File: src/rtl/multi_decade_down_counter_pkg.sv
// Shared BCD constants and helpers for the cascaded BCD down-counter.
package multi_decade_down_counter_pkg;

    localparam int unsigned BCD_W   = 4;
    localparam logic [3:0]  BCD_MAX = 4'd9;
    localparam logic [3:0]  BCD_MIN = 4'd0;

    // Force a raw nibble into the legal BCD range by saturating at 9.
    function automatic logic [BCD_W-1:0] bcd_clamp(input logic [BCD_W-1:0] d);
        return (d > BCD_MAX) ? BCD_MAX : d;
    endfunction

endpackage

File: src/rtl/multi_decade_down_counter_digit.sv
// One BCD decade of the down-counter: load, or step down with 0 -> 9 roll.
module bcd_down_digit
    import multi_decade_down_counter_pkg::*;
(
    input  logic             clk,
    input  logic             reset_n,
    input  logic             load,
    input  logic [BCD_W-1:0] load_d,
    input  logic             en,
    output logic [BCD_W-1:0] q,
    output logic             is_zero,
    output logic             borrow_out
);

    // Digit register: load beats decrement, otherwise hold.
    always_ff @(posedge clk or negedge reset_n) begin
        if (!reset_n) begin
            q <= BCD_MIN;
        end else if (load) begin
            q <= load_d;
        end else if (en) begin
            q <= (q == BCD_MIN) ? BCD_MAX : (q - BCD_W'(1));
        end
    end

    // A borrow leaves this decade only when it is asked to step from 0.
    always_comb begin
        is_zero    = (q == BCD_MIN);
        borrow_out = en & is_zero;
    end

endmodule

File: src/rtl/multi_decade_down_counter.sv
// Cascaded BCD down-counter with parallel preset, zero flag and borrow out.
// Build option: define AUTO_RELOAD_EN to reload the last preset value on
// underflow instead of wrapping to all nines.
module multi_decade_down_counter
    import multi_decade_down_counter_pkg::*;
#(
    parameter int unsigned DIGITS = 3
) (
    input  logic                    clk,
    input  logic                    reset_n,
    input  logic                    enable,
    input  logic                    load,
    input  logic [BCD_W*DIGITS-1:0] load_val,
    output logic [BCD_W*DIGITS-1:0] count,
    output logic                    zero,
    output logic                    borrow
);

    localparam int unsigned CNT_W = BCD_W * DIGITS;

    logic [CNT_W-1:0]  load_clamped;
    logic [CNT_W-1:0]  digit_load_val;
    logic              digit_load;
    logic [DIGITS:0]   chain;
    logic [DIGITS-1:0] dig_zero;

    // Saturate every preset nibble so the count never holds a non-BCD digit.
    always_comb begin
        load_clamped = '0;
        for (int k = 0; k < int'(DIGITS); k++) begin
            load_clamped[k*BCD_W +: BCD_W] = bcd_clamp(load_val[k*BCD_W +: BCD_W]);
        end
    end

`ifdef AUTO_RELOAD_EN
    logic [CNT_W-1:0] reload_q;

    // Remember the last clamped preset as the underflow reload value.
    always_ff @(posedge clk or negedge reset_n) begin
        if (!reset_n) begin
            reload_q <= '0;
        end else if (load) begin
            reload_q <= load_clamped;
        end
    end

    // Underflow becomes a reload; an explicit preset still takes precedence.
    always_comb begin
        digit_load     = load | borrow;
        digit_load_val = load ? load_clamped : reload_q;
    end
`else
    // Underflow is left to the digits, which roll 0 -> 9 on their own.
    always_comb begin
        digit_load     = load;
        digit_load_val = load_clamped;
    end
`endif

    assign chain[0] = enable;

    genvar g;
    generate
        for (g = 0; g < int'(DIGITS); g++) begin : g_digit
            bcd_down_digit u_digit (
                .clk        (clk),
                .reset_n    (reset_n),
                .load       (digit_load),
                .load_d     (digit_load_val[g*BCD_W +: BCD_W]),
                .en         (chain[g]),
                .q          (count[g*BCD_W +: BCD_W]),
                .is_zero    (dig_zero[g]),
                .borrow_out (chain[g+1])
            );
        end
    endgenerate

    // Flags come straight from the registered digits and the enable chain.
    always_comb begin
        zero   = &dig_zero;
        borrow = chain[DIGITS];
    end

endmodule

File: config.mk
export PLATFORM = sky130hd
export DESIGN_NAME = multi_decade_down_counter
export DESIGN_NICKNAME = d
export VERILOG_FILES = /design/src/rtl/multi_decade_down_counter_pkg.sv /design/src/rtl/multi_decade_down_counter_digit.sv /design/src/rtl/multi_decade_down_counter.sv
export SDC_FILE = /design/constraint.sdc
export NUM_CORES = 1
export LEC_CHECK = 0
export CAP_MARGIN = 20
export CORE_MARGIN = 3
export CORE_UTILIZATION = 35
export DETAILED_ROUTE_END_ITERATION = 16
export PLACE_DENSITY = 0.66
export SLEW_MARGIN = 25
export SYNTH_ARGS = -nofsm -noshare
export SYNTH_HDL_FRONTEND = slang
export SYNTH_SLANG_ARGS = --single-unit
File: constraint.sdc
create_clock -name clk -period 4.2 [get_ports clk]
set_clock_uncertainty 0.05 [all_clocks]
set_input_delay 0.42 -clock clk [delete_from_list [all_inputs] [get_ports clk]]
set_output_delay 0.42 -clock clk [all_outputs]
set_load 0.02 [all_outputs]
# Word level (Yosys, flattened, before mapping)
# Cells that the tools add are included.
# W data, S select, Z words.
[totals]
reg_bits = 12
output_inout_bits = 14
wordCells = 31
[op_classes]
addsub = 3
order_cmp = 3
n_mux = 12
bitwise_logic = 3
reduce_logical = 7
[ops]
columns = ["op", "n"]
rows = [
  ["$mux W4", 12],
  ["$gt A4 B4 Y1 const B", 3],
  ["$logic_not A4 Y1", 3],
  ["$sub A4 B1 Y4 const B", 3],
  ["$reduce_bool A2 Y1", 3],
  ["$and A1 B1 Y1", 3],
  ["$reduce_and A3 Y1", 1],
]

# Longest topological paths before layout
[depth]
depth_word = 5
mapped_depth = 5
depth_no_buf = 4

# Cells and area by module
# A second synthesis with hierarchy kept.
[unflattened]
hier_cells = 85
area_unflattened_um2 = 775.7
[by_module_without_submodules]
columns = ["module", "instances", "cells_each", "area_per_inst_um2", "seq_area_each_um2"]
rows = [
  ["bcd_down_digit", 3, 23, 229.0, 100.1],
  ["multi_decade_down_counter", 1, 16, 88.8, 0.0],
]

# Least setup slack after synthesis
# Ideal clock, no wire load.
[synth_path]
path_kind = "reg2out"
startpoint = "reg g_digit[0].u_digit.q[1]"
endpoint = "out borrow"
arrival_time_ns = 1.518
required_time_ns = 3.730
path_slack_ns = 2.212
stages_incl_launch_ff = 4
n_path_buf = 0
path_cell_list = "dfrtp_1 -> nor4_4 -> nand4_2 -> nor3_1"
[synth_via]
elab_chain_cells = 4
[synth_rtl]
columns = ["element", "line_no", "text"]
rows = [
  ["start: declaration", "multi_decade_down_counter_digit.sv:10", "output logic [BCD_W-1:0] q,"],
  ["start signal: assignment", "multi_decade_down_counter_digit.sv:20", "q <= load_d;"],
  ["start signal: assignment", "multi_decade_down_counter_digit.sv:22", "q <= (q == BCD_MIN) ? BCD_MAX : (q - BCD_W'(1));"],
  ["$logic_not A4 Y1", "multi_decade_down_counter_digit.sv:28", "is_zero = (q == BCD_MIN);"],
  ["$and A1 B1 Y1 (3 in series)", "multi_decade_down_counter_digit.sv:29", "borrow_out = en & is_zero;"],
  ["end: declaration", "multi_decade_down_counter.sv:16", "output logic borrow"],
]
# No other way between the ends.

# Final worst setup path
[layout_path]
startpoint = "reg g_digit[2].u_digit.q[0]"
endpoint = "out borrow"
[layout_via]
elab_chain_cells = 2
[layout_rtl]
columns = ["element", "line_no"]
rows = [
  ["start: declaration", "multi_decade_down_counter_digit.sv:10"],
  ["start signal: assignment", "multi_decade_down_counter_digit.sv:20"],
  ["start signal: assignment", "multi_decade_down_counter_digit.sv:22"],
  ["$logic_not A4 Y1", "multi_decade_down_counter_digit.sv:28"],
  ["$and A1 B1 Y1", "multi_decade_down_counter_digit.sv:29"],
]
# No other way between the ends.

==> flow_summary.html <==
<table>
<tr><th>Metric</th><th>Value</th></tr>
<tr><th colspan="2">Power</th></tr>
<tr><td>Combinational group share of total power</td><td>0.280</td></tr>
<tr><td>Total Power</td><td>335 uW</td></tr>
<tr><td>Seq pwr share</td><td>0.433</td></tr>
<tr><td>Switching power</td><td>106 uW</td></tr>
<tr><td>Leakage power summed over all cells</td><td>0.412 nW</td></tr>
<tr><td>Internal power component</td><td>229 uW</td></tr>
<tr><td>Switching power share of the total</td><td>0.317</td></tr>
<tr><td>VDD IR-drop max</td><td>0.158 mV</td></tr>
<tr><td>Fraction of power consumed by the clock network</td><td>0.287</td></tr>
<tr><td>Pwr/cell area</td><td>321 mW/mm^2</td></tr>
<tr><th colspan="2">STA</th></tr>
<tr><td>Smallest hold slack</td><td>0.440 ns</td></tr>
<tr><td>Final setup fails</td><td>0</td></tr>
<tr><td>Unrepaired setup endpoints after global routing</td><td>no</td></tr>
<tr><td>Final sum of negative setup slack</td><td>0 ns</td></tr>
<tr><td>FMAX</td><td>380 MHz</td></tr>
<tr><td>Slew of the pin with the lowest slew margin</td><td>0.563 ns</td></tr>
<tr><td>Post-route clock period utilization</td><td>0.627</td></tr>
<tr><td>Worst slew margin</td><td>0.624</td></tr>
<tr><td>Post-layout min period</td><td>2.63 ns</td></tr>
<tr><td>Slew Viols, Final</td><td>0</td></tr>
<tr><td>Final hold violations</td><td>0</td></tr>
<tr><th colspan="2">Global routing</th></tr>
<tr><td>Antenna violations before repair</td><td>0</td></tr>
<tr><td>Vias in the first global route</td><td>715</td></tr>
<tr><td>Combined global-route utilization of all metal layers</td><td>0.169</td></tr>
<tr><td>Maximum number of pins on one net before global-route repair</td><td>15</td></tr>
<tr><td>Wire length of the first global-routing pass</td><td>3.21 mm</td></tr>
<tr><td>GRT overflow</td><td>0</td></tr>
<tr><th colspan="2">Logic synthesis</th></tr>
<tr><td>Count of distinct cell types in the synthesized netlist</td><td>31</td></tr>
<tr><td>Syn_nets</td><td>95</td></tr>
<tr><td>Sequential cell area fraction in the yosys report</td><td>0.431</td></tr>
<tr><td>Number of flops mapped to enable cells by yosys</td><td>0</td></tr>
<tr><td>Post-synthesis cell area</td><td>697 um^2</td></tr>
<tr><td>Asr flop ratio synth</td><td>1.00</td></tr>
<tr><td>Gate count after technology mapping</td><td>79</td></tr>
<tr><td>FF+latch count, synth</td><td>12</td></tr>
<tr><td>Commonest register cell after synthesis</td><td>sky130_fd_sc_hd__dfrtp_1</td></tr>
<tr><td>Synthesized area per cell</td><td>8.82 um^2</td></tr>
<tr><td>Number of synthesis warnings</td><td>0</td></tr>
<tr><th colspan="2">Detailed routing</th></tr>
<tr><td>Count of unresolved DRC violations after routing</td><td>0</td></tr>
<tr><td>Post-detailed-routing wire length</td><td>1.92 mm</td></tr>
<tr><td>Initial detailed-routing violation count</td><td>14</td></tr>
<tr><td>Via density</td><td>5.42</td></tr>
<tr><td>Total iterations of the first detailed-routing run</td><td>4</td></tr>
<tr><td>Post-DR wirelength/cell</td><td>14.2 um</td></tr>
<tr><td>Number of nets with antenna violations after detailed routing</td><td>0</td></tr>
<tr><td>Count of vias placed by the detailed router</td><td>732</td></tr>
<tr><th colspan="2">Clock network</th></tr>
<tr><td>Post-CTS clock slew at the launch and capture registers of the worst setup and hold paths</td><td>0.08 ns</td></tr>
<tr><td>Buffers inserted by post-CTS timing repair</td><td>0</td></tr>
<tr><td>Clock latency at the later pin of the worst-skew pair</td><td>0.28 ns</td></tr>
<tr><td>H-tree levels</td><td>1</td></tr>
<tr><td>Number of buffers created by CTS</td><td>3</td></tr>
<tr><td>Clock root buffer</td><td>sky130_fd_sc_hd__clkbuf_4</td></tr>
<tr><td>TritonCTS clock tree</td><td>built</td></tr>
<tr><td>Post-CTS Hold Buffers</td><td>0</td></tr>
<tr><td>CTS Sinks</td><td>12</td></tr>
<tr><td>Clk buf depth</td><td>2</td></tr>
<tr><td>Post-cts sizing count</td><td>0</td></tr>
<tr><th colspan="2">Placement</th></tr>
<tr><td>HPWL after detailed placement</td><td>1.46 mm</td></tr>
<tr><td>Final Wtd Congestion</td><td>0.727</td></tr>
<tr><td>Port Buffers</td><td>29</td></tr>
<tr><td>Placed Area</td><td>0.00101 mm^2</td></tr>
<tr><td>Total placed cells including tap cells</td><td>131</td></tr>
<tr><th colspan="2">Floorplanning</th></tr>
<tr><td>Die Y</td><td>50.6 um</td></tr>
<tr><td>Starting utilization of the core area</td><td>0.387</td></tr>
<tr><td>Core area</td><td>0.00180 mm^2</td></tr>
<tr><td>Die area</td><td>0.00256 mm^2</td></tr>
<tr><td>Top-level port count</td><td>30</td></tr>
<tr><td>Std-Cell Rows</td><td>15</td></tr>
<tr><td>Die X</td><td>50.6 um</td></tr>
<tr><th colspan="2">Layout</th></tr>
<tr><td>Post-route insts no fill</td><td>135</td></tr>
<tr><td>Post-synthesis to final-layout area growth</td><td>49.7%</td></tr>
<tr><td>Biggest regs</td><td>g_digit.u_digit.q (12)</td></tr>
<tr><td>Register with the most flip-flops</td><td>g_digit.u_digit.q</td></tr>
<tr><td>Post-route design area</td><td>0.00104 mm^2</td></tr>
<tr><td>Fraction of layout instances using a drive strength above 1</td><td>0.0727</td></tr>
<tr><td>Flip-flop count of the largest register after layout</td><td>12</td></tr>
<tr><td>Antenna Diode Count</td><td>0</td></tr>
<tr><td>Total Nets Final</td><td>127</td></tr>
<tr><th colspan="2">Setup path</th></tr>
<tr><td>Highest cell delay on the worst timing path</td><td>0.63 ns</td></tr>
<tr><td>Worst path arrival time</td><td>2.16 ns</td></tr>
<tr><td>Worst setup slack for register-to-register paths</td><td>2.42 ns</td></tr>
<tr><td>List of cells traversed by the critical path</td><td>nor4_1 &gt; nand4_2 &gt; nor3_1 &gt; clkdlybuf4s50_1</td></tr>
<tr><td>Worst-path maximum fanout</td><td>5</td></tr>
<tr><td>WP data required</td><td>3.73 ns</td></tr>
<tr><td>Startpoint of the most critical register-to-register path</td><td>g_digit[0].u_digit.q[1]$_DFFE_PN0P_</td></tr>
<tr><td>Startpoint Class</td><td>flip-flop</td></tr>
<tr><td>Crit path kind</td><td>reg -&gt; out</td></tr>
<tr><td>Worst R2R Path Depth</td><td>4</td></tr>
<tr><td>Master of the slowest instance on the critical path</td><td>sky130_fd_sc_hd__clkdlybuf4s50_1</td></tr>
<tr><td>Nature of the critical path endpoint</td><td>primary output</td></tr>
<tr><td>R2R Path End</td><td>g_digit[1].u_digit.q[1]$_DFFE_PN0P_</td></tr>
<tr><th colspan="2">Status</th></tr>
<tr><td>Result of the run</td><td>complete, no violations</td></tr>
<tr><th colspan="2">Worst hold path</th></tr>
<tr><td>Path type of the worst min-delay path</td><td>in -&gt; async</td></tr>
<tr><th colspan="2">Flow run</th></tr>
<tr><td>Max Cap Violations</td><td>0</td></tr>
</table>
## metal layers
| layer | up-vias | share of wire | wire, um | track usage |
|---|---|---|---|---|
| li1 | 348 | - | - | - |
| met1 | 352 | 0.47 | 906 | 0.209 |
| met2 | 27 | 0.45 | 863 | 0.270 |
| met3 | 5 | 0.051 | 98 | 0.0356 |
| met4 | 0 | 0.025 | 47 | 0.0942 |
| met5 | - | 0 | 0 | 0 |
## how the worst max path moves through the flow
stage                                              startpoint     end  slack (ns)  cells past startpoint
after global placement                                 enable  borrow        1.76                      4
after floorplan           g_digit[0].u_digit.q[1]$_DFFE_PN0P_  borrow        2.21                      3
final                     g_digit[2].u_digit.q[0]$_DFFE_PN0P_  borrow        1.57                      4
after global routing      g_digit[2].u_digit.q[0]$_DFFE_PN0P_  borrow        1.34                      4
after detailed placement                               enable  borrow        1.71                      4
after CTS                 g_digit[2].u_digit.q[0]$_DFFE_PN0P_  borrow        1.55                      4
## cell type report
class / count / area, um^2
multi-input cells: 63 / 378
flip-flops and latches: 12 / 300
fillers: 195 / 758
repair buffers: 29 / 290
inverters: 2 / 7.51
well taps: 25 / 31.3
clock buffers: 4 / 36.3
## critical path: cells and delay by family (launching register included)
family                 cells  cell delay [ns]
AND/OR/NAND/NOR            3             0.81
buffers and inverters      1             0.63
flip-flops                 1             0.45
## per-stage QoR
stage | setup WS (ns) | util
6_report | 1.57 | 0.579
3_3_place_gp | 1.76 | 0.559
5_1_grt | 1.34 | 0.579
3_5_place_dp | 1.71 | 0.559
2_1_floorplan | 2.21 | -
4_1_cts | 1.55 | 0.579
## power by group through the flow
stage,logic (mW),registers [mW],clock network (mW)
6_report,0.0938,0.145,0.0960
5_1_grt,0.103,0.148,0.104
4_1_cts,0.0950,0.145,0.0974
3_5_place_dp,0.0942,0.148,0
3_3_place_gp,0.0934,0.147,0
2_1_floorplan,0.0315,0.160,0
## cells in the mapped netlist (2+ instances only)
library cell / count / area share
sky130_fd_sc_hd__or3_1: 2 / 0.018
sky130_fd_sc_hd__dfrtp_1: 12 / 0.43
sky130_fd_sc_hd__nand2_1: 8 / 0.043
sky130_fd_sc_hd__nor3_1: 5 / 0.036
sky130_fd_sc_hd__a21oi_1: 4 / 0.029
sky130_fd_sc_hd__o21ai_0: 8 / 0.057
sky130_fd_sc_hd__o21a_1: 2 / 0.022
sky130_fd_sc_hd__nor2_1: 9 / 0.048
sky130_fd_sc_hd__nand3_1: 2 / 0.014
sky130_fd_sc_hd__inv_1: 2 / 0.011
sky130_fd_sc_hd__a31oi_1: 5 / 0.045
## layout by cell type, fill, tap and decap left out, types with 2 or more instances in the layout
cell / count
sky130_fd_sc_hd__nand2_1: 8
sky130_fd_sc_hd__clkdlybuf4s50_1: 29
sky130_fd_sc_hd__nand3_1: 2
sky130_fd_sc_hd__or3_1: 2
sky130_fd_sc_hd__clkbuf_4: 3
sky130_fd_sc_hd__o21ai_0: 8
sky130_fd_sc_hd__nor2_1: 9
sky130_fd_sc_hd__inv_1: 2
sky130_fd_sc_hd__o21a_1: 2
sky130_fd_sc_hd__a21oi_1: 4
sky130_fd_sc_hd__dfrtp_1: 12
sky130_fd_sc_hd__nor3_1: 5
sky130_fd_sc_hd__a31oi_1: 5
## logic make-up after synthesis
group                     Yosys count  share of synthesized area
and+or+nand+nor                    38                      0.312
AOI/OAI and AO/OA                  22                      0.190
DFF                                12                      0.431
buffers and inverters               4                     0.0269
xor gates and xnor gates            2                     0.0251
muxes                               1                     0.0144
Power figures use the tool's default switching activity.
